--- src/rtl/cache_ctrl_pkg.sv ---
// rtl/cache_ctrl_pkg.sv - shared FSM encodings and default geometry for the cache controller
package cache_ctrl_pkg;

  typedef enum logic [1:0] {
    ST_IDLE = 2'd0,
    ST_READ = 2'd1,
    ST_CMP  = 2'd2,
    ST_RESP = 2'd3
  } lookup_state_t;

  localparam int DEF_TAG_W = 8;
  localparam int DEF_WAYS  = 4;

endpackage

--- src/rtl/bitwise_comparator.sv ---
// rtl/bitwise_comparator.sv - equality comparator built from a bitwise XOR reduction
module bitwise_comparator #(
  parameter int w = 8
) (
  input  logic [w-1:0] in_0,
  input  logic [w-1:0] in_1,
  output logic         eq
);

  assign eq = ~|(in_0 ^ in_1);

endmodule

--- src/rtl/tag_lookup_sequencer.sv ---
// rtl/tag_lookup_sequencer.sv - walks the ways of one set through a single shared tag comparator
module tag_lookup_sequencer
  import cache_ctrl_pkg::*;
#(
  parameter int TAG_W = DEF_TAG_W,
  parameter int WAYS  = DEF_WAYS,
  parameter int WAY_W = 2
) (
  input  logic             clk,
  input  logic             rst_n,
  input  logic             req_valid,
  input  logic [TAG_W-1:0] req_tag,
  output logic             req_ready,
  output logic             tag_rd_en,
  output logic [WAY_W-1:0] tag_rd_way,
  input  logic [TAG_W-1:0] tag_rd_data,
  input  logic             tag_rd_vld,
  output logic             resp_valid,
  output logic             resp_hit,
  output logic [WAY_W-1:0] resp_way,
  input  logic             resp_ready
);

  localparam logic [WAY_W-1:0] LAST_WAY = WAY_W'(WAYS - 1);

  lookup_state_t    state;
  logic [TAG_W-1:0] tag_q;
  logic [WAY_W-1:0] way_q;
  logic             tag_eq;
  logic             way_hit;

  bitwise_comparator #(.w(TAG_W)) u_cmp (
    .in_0 (tag_q),
    .in_1 (tag_rd_data),
    .eq   (tag_eq)
  );

  // A matching tag only counts when the stored entry is valid
  assign way_hit = tag_eq & tag_rd_vld;

  always_ff @(posedge clk or negedge rst_n) begin
    if (!rst_n) begin
      state    <= ST_IDLE;
      tag_q    <= '0;
      way_q    <= '0;
      resp_hit <= 1'b0;
      resp_way <= '0;
    end else begin
      case (state)
        ST_IDLE: begin
          if (req_valid) begin
            tag_q <= req_tag;
            way_q <= '0;
            state <= ST_READ;
          end
        end
        ST_READ: state <= ST_CMP;
        ST_CMP: begin
          if (way_hit) begin
            resp_hit <= 1'b1;
            resp_way <= way_q;
            state    <= ST_RESP;
          end else if (way_q == LAST_WAY) begin
            resp_hit <= 1'b0;
            resp_way <= '0;
            state    <= ST_RESP;
          end else begin
            way_q <= way_q + WAY_W'(1);
            state <= ST_READ;
          end
        end
        ST_RESP: begin
          if (resp_ready) state <= ST_IDLE;
        end
        default: state <= ST_IDLE;
      endcase
    end
  end

  // Remaining outputs are pure decodes of registered state
  assign req_ready  = (state == ST_IDLE);
  assign tag_rd_en  = (state == ST_READ);
  assign tag_rd_way = way_q;
  assign resp_valid = (state == ST_RESP);

endmodule

--- config.mk ---
export PLATFORM = sky130hd
export DESIGN_NAME = tag_lookup_sequencer
export DESIGN_NICKNAME = d
export VERILOG_FILES = /design/src/rtl/cache_ctrl_pkg.sv /design/src/rtl/bitwise_comparator.sv /design/src/rtl/tag_lookup_sequencer.sv
export SDC_FILE = /design/constraint.sdc
export NUM_CORES = 1
export LEC_CHECK = 0
export ABC_AREA = 1
export CORE_ASPECT_RATIO = 0.75
export CORE_MARGIN = 3
export CORE_UTILIZATION = 43
export DETAILED_ROUTE_END_ITERATION = 8
export GPL_TIMING_DRIVEN = 0
export PLACE_DENSITY = 0.77
export SYNTH_ARGS = -nofsm -noshare
export SYNTH_HDL_FRONTEND = slang
export SYNTH_SLANG_ARGS = --single-unit
--- constraint.sdc ---
create_clock -name clk -period 1.3 [get_ports clk]
set_clock_uncertainty 0.05 [all_clocks]
set_input_delay 0.26 -clock clk [delete_from_list [all_inputs] [get_ports clk]]
set_output_delay 0.26 -clock clk [all_outputs]
set_load 0.01 [all_outputs]
* After elaboration in Yosys (flattened, before gate mapping)
Index checks and enable logic that the tools add are counted.
** Word-level totals
- Bits in registers :: 15
- Output and inout bits :: 8
- Logic and storage cells :: 38
- Bits of input ports :: 21
** Cells by class
- Bitwise logic cells :: 2
- Eq/ne operators :: 8
- Reductions and logical operators :: 9
- $add $sub $neg :: 1
- Muxes and demuxes :: 13
** Operators by type and width (number)
- $mux W2 :: 9
- $pmux W2 S4 :: 1
- $reduce_or A8 Y1 :: 1
- $xor A8 B8 Y8 :: 1
- $eq A2 B2 Y1 const B :: 3
- $ne A2 B2 Y1 const B :: 3
- $reduce_and A2 Y1 :: 3
- $pmux W2 S2 :: 1
- $reduce_and A4 Y1 :: 1
- $reduce_bool A2 Y1 :: 2
- $add A2 B1 Y2 const B :: 1
- $eq A2 B1 Y1 const B :: 1
- $logic_not A2 Y1 :: 1
- $mux W1 :: 2
- $ne A2 B1 Y1 const B :: 1
- $and A1 B1 Y1 :: 1
- $logic_not A1 Y1 :: 1

* Longest topological paths before layout
- Word-level depth :: 6
- Gate-level depth with buffers :: 10
- Depth with buffers taken out :: 10

* Cells and area by module
From an unflattened synthesis, not the netlist that was laid out.
** Unflattened totals
- Cells, all modules :: 120
- Area total of the unflattened synthesis :: 840.8 µm²
** Modules (own cells, without submodules)
- tag_lookup_sequencer :: area an instance 675.6 µm², seq. area each 375.4 µm², times used 1, cells each 76
- bitwise_comparator :: area an instance 165.2 µm², seq. area each 0.0 µm², times used 1, cells each 44

* Least setup slack after synthesis
OpenSTA, ideal clock, no wires.
- Path kind :: register to register
- From :: register state[0]
- To :: register tag_q[4]
- Arrival time :: 1.107 ns
- Stages on the path, launching flop included :: 5
- Slack :: 0.018 ns
- Path buffers :: 1
- Library setup time :: 0.125 ns
- Data required time :: 1.125 ns
- Period minus slack after synthesis :: 1.282 ns
- Path through :: dfrtp_1 > nor2_2 > nand2_2 > buf_6 > mux2_4
** Between the ends
- Longest elaborated chain between the ends :: 2
** RTL lines
- from (decl) :: line tag_lookup_sequencer.sv:26 : lookup_state_t state;
- from (signal assigned) :: line tag_lookup_sequencer.sv:43 : state <= ST_IDLE;
- from (signal assigned) :: line tag_lookup_sequencer.sv:54 : state <= ST_READ;
- from (signal assigned) :: line tag_lookup_sequencer.sv:57 : ST_READ: state <= ST_CMP;
- $logic_not A2 Y1
- net req_ready :: line tag_lookup_sequencer.sv:13 : output logic req_ready,
- $reduce_and A2 Y1 (no source line)
- to (signal assigned) :: line tag_lookup_sequencer.sv:52 : tag_q <= req_tag;
- to (decl) :: line tag_lookup_sequencer.sv:27 : logic [TAG_W-1:0] tag_q;
The timed path passes the listed nets, and every way through them passes these cells.
A chain may end at the register's enable or synchronous reset.

* Worst setup path after layout
- From :: register state[0]
- To :: output port req_ready
** Between the ends
- Longest elaborated chain between the ends :: 1
** RTL lines
- $logic_not A2 Y1 :: line tag_lookup_sequencer.sv:81 : assign req_ready = (state == ST_IDLE);
- to (decl) :: line tag_lookup_sequencer.sv:13
No other way between the ends.

==> metrics <==
Antenna Diode Count=0; Worst R2R End=tag_rd_way[1]; WL/cell=12.5 µm; clock-pin slew on the worst setup and hold paths=approximately 90 ps; failing checks=negative setup slack; Setup crit start kind=flop; Nets=159; first-pass GRT wire length=~3.1 mm; Final HPWL DP=1.33 mm; Pre-antenna DRT Iters=4; Hold Vio Cnt, Final=0; top post-synthesis cells by area=dfrtp_1 (46%), nand2_1 (9.2%), inv_1 (6.9%), nor2_1 (4.6%), mux2_4 (3.7%); number of CTS-inserted buffers=3; Synth top area share=46.1%; via/cell ratio=4.64; outcome=finished with violations; Die X=56.3 µm; filler cell count=127; clk sinks=15; RSZ-0062 raised after global routing=yes; vias in the first global route=approximately 700; Slew headroom=53.7%; Worst path slowest cell=dfrtp_1; Final setup viols=11; reg2reg start=state[0]; most frequent cells in the layout=clkdlybuf4s50_1 (20), nand2_1 (19), inv_1 (15), dfrtp_1 (15), nor2_1 (8); Place WS=-289 ps; Clock Latency Late Sink=290 ps; drt total wl=1.96 mm; Reg2Reg Depth=10; GRT Total Usage=16.5%; I/O Buffers=28; maxcap violations=0; FP Rows=12; pwr/cell area=1840 nW/µm²; worst vdd ir=~0.0012 V; Clock Path Buffers=2; leading cell type in the layout, fill and taps excluded=clkdlybuf4s50_1; DR vias=approximately 730; CP Data Arrival Time=1120 ps; worst-margin pin slew=693 ps; Die Ht=43.7 µm; crit share post-route=110%; FMAX=698 MHz; Initial Util=50.2%; crit path time final=around 1400 ps; static leakage=0.630 nW; worst hold path type=primary input to asynchronous set/reset pin; crit path cell chain=buf_6 -> nor2_4 -> buf_2; pins over their slew limit=0; largest net degree at the start of global routing=16; area leader, netlist=dfrtp_1; WS Path Type=flop to primary output; WP buf/inv=2; post-route DRC violation count=0; R2R Setup Slk=-70 ps; Seq/Total Area, Yosys=46.1%; layout cells sized above 1=25.0%; worst-path fanout max=3; post-route setup slack=-133 ps; Routed Antenna Nets=0; Util after Layout=roughly 77%; Mapped Area=815 µm²; Slowest Stage Delay on Critical Path=410 ps; GP Congestion=0.776; Layout area overhead=53.9%; syn avg cell area=8.57 µm²; I/O pin cnt=29; Largest delay share family, worst path=flip-flops; Yosys Warn Count=0; Critical Path End Type=primary output; Syn Inst Count=95; TritonCTS clock tree=built; grt ovf=0; WP data required=~990 ps; core area=1620 µm²; CTS H-tree lvls=1; Synthesized Nets=117; Root Buffer=clkbuf_4; Yosys cell types=22; 1st-iter DRT viols=26; initial antenna violation count=0; Die ar.=2460 µm²; Seq cells post-synth=15
-- routing by layer --
layer	routed length [µm]	vias up	share of wire [%]	track usage, %
met2	1010	20	51	26.6
met1	838	332	43	21.2
li1	-	374	-	-
met3	97	3	5.0	6.85
met5	0	-	0	0
met4	13	0	0.66	2.84
-- worst max path at each step --
stage          cells after the start           start             to  slack (ps)
3_3_place_gp                       9  tag_rd_data[4]  tag_rd_way[0]        -280
3_5_place_dp                       9  tag_rd_data[4]  tag_rd_way[0]        -290
6_report                           3        state[0]      req_ready        -130
4_1_cts                            3        state[1]      tag_rd_en        -220
2_1_floorplan                      4        state[0]       tag_q[4]          20
5_1_grt                           10        state[0]  tag_rd_way[0]        -190
-- timing repair --
action                                  4_1_cts  5_1_grt
hold buffers                                  0        0
resized for setup                            13       22
setup buffers                                 4        4
endpoints found under the setup margin       10       20
pin swaps                                     0        2
gates cloned                                  0        1
-- stage by stage --
stage / power (mW) / cells / hold slack, ps / area (µm²) / setup TNS, ps
CTS: 2.09 / 152 / 348 / 1170 / -929
finish: 2.30 / 157 / 328 / 1250 / -654
global route: 2.48 / 157 / 370 / 1250 / -1630
global placement: 1.75 / 144 / 423 / 1120 / -2010
floorplan: 1.42 / 95 / -85.6 / 815 / 0
detailed placement: 1.79 / 144 / 422 / 1120 / -2210
-- area by class of cell --
| type | count | area, µm² | area share, % |
|---|---|---|---|
| multi-input cells | 63 | 402 | 32.0 |
| flip-flops and latches | 15 | 375 | 29.9 |
| repair buffers | 36 | 343 | 27.3 |
| inverters | 17 | 66.3 | 5.29 |
| clock buffers | 4 | 26.3 | 2.10 |
| well taps | 21 | 26.3 | 2.10 |
| plain buffers | 1 | 15.0 | 1.20 |
-- cell usage after synthesis --
cell type	instances
a21oi_1	4
buf_6	1
dfrtp_1	15
ha_1	1
inv_1	15
inv_2	2
mux2_2	2
mux2_4	2
nand2_1	20
nand2_2	3
nand3_1	3
nand3_2	1
nand3_4	1
nand4_1	2
nor2_1	10
nor2_2	3
nor2_4	1
o21ai_0	1
o21ai_1	2
or2_1	2
xnor2_1	2
xor2_1	2
-- power by group --
part	internal [mW]	leakage, nW	switching (mW)
Sequential	0.658	0.179	0.123
Combinational	0.632	0.436	0.616
Clock	0.119	0.0150	0.156
-- registers in the layout (all words and copies together), names as in the netlist --
register / flops
tag_q: 8
resp_way: 2
state: 2
tag_rd_way: 2
resp_hit: 1
-- cell families (layout without fill, tap and decap cells) --
logic type,after synthesis,in the layout,synth area share (%)
compound gates,7,7,4.30
xor+xnor,4,4,4.30
fa+ha+maj,1,1,1.54
buf+inv,18,58,9.22
flops,15,15,46.1
mux,4,4,6.45
simple gates,46,47,28.1
(Power assumes the default switching activity.)
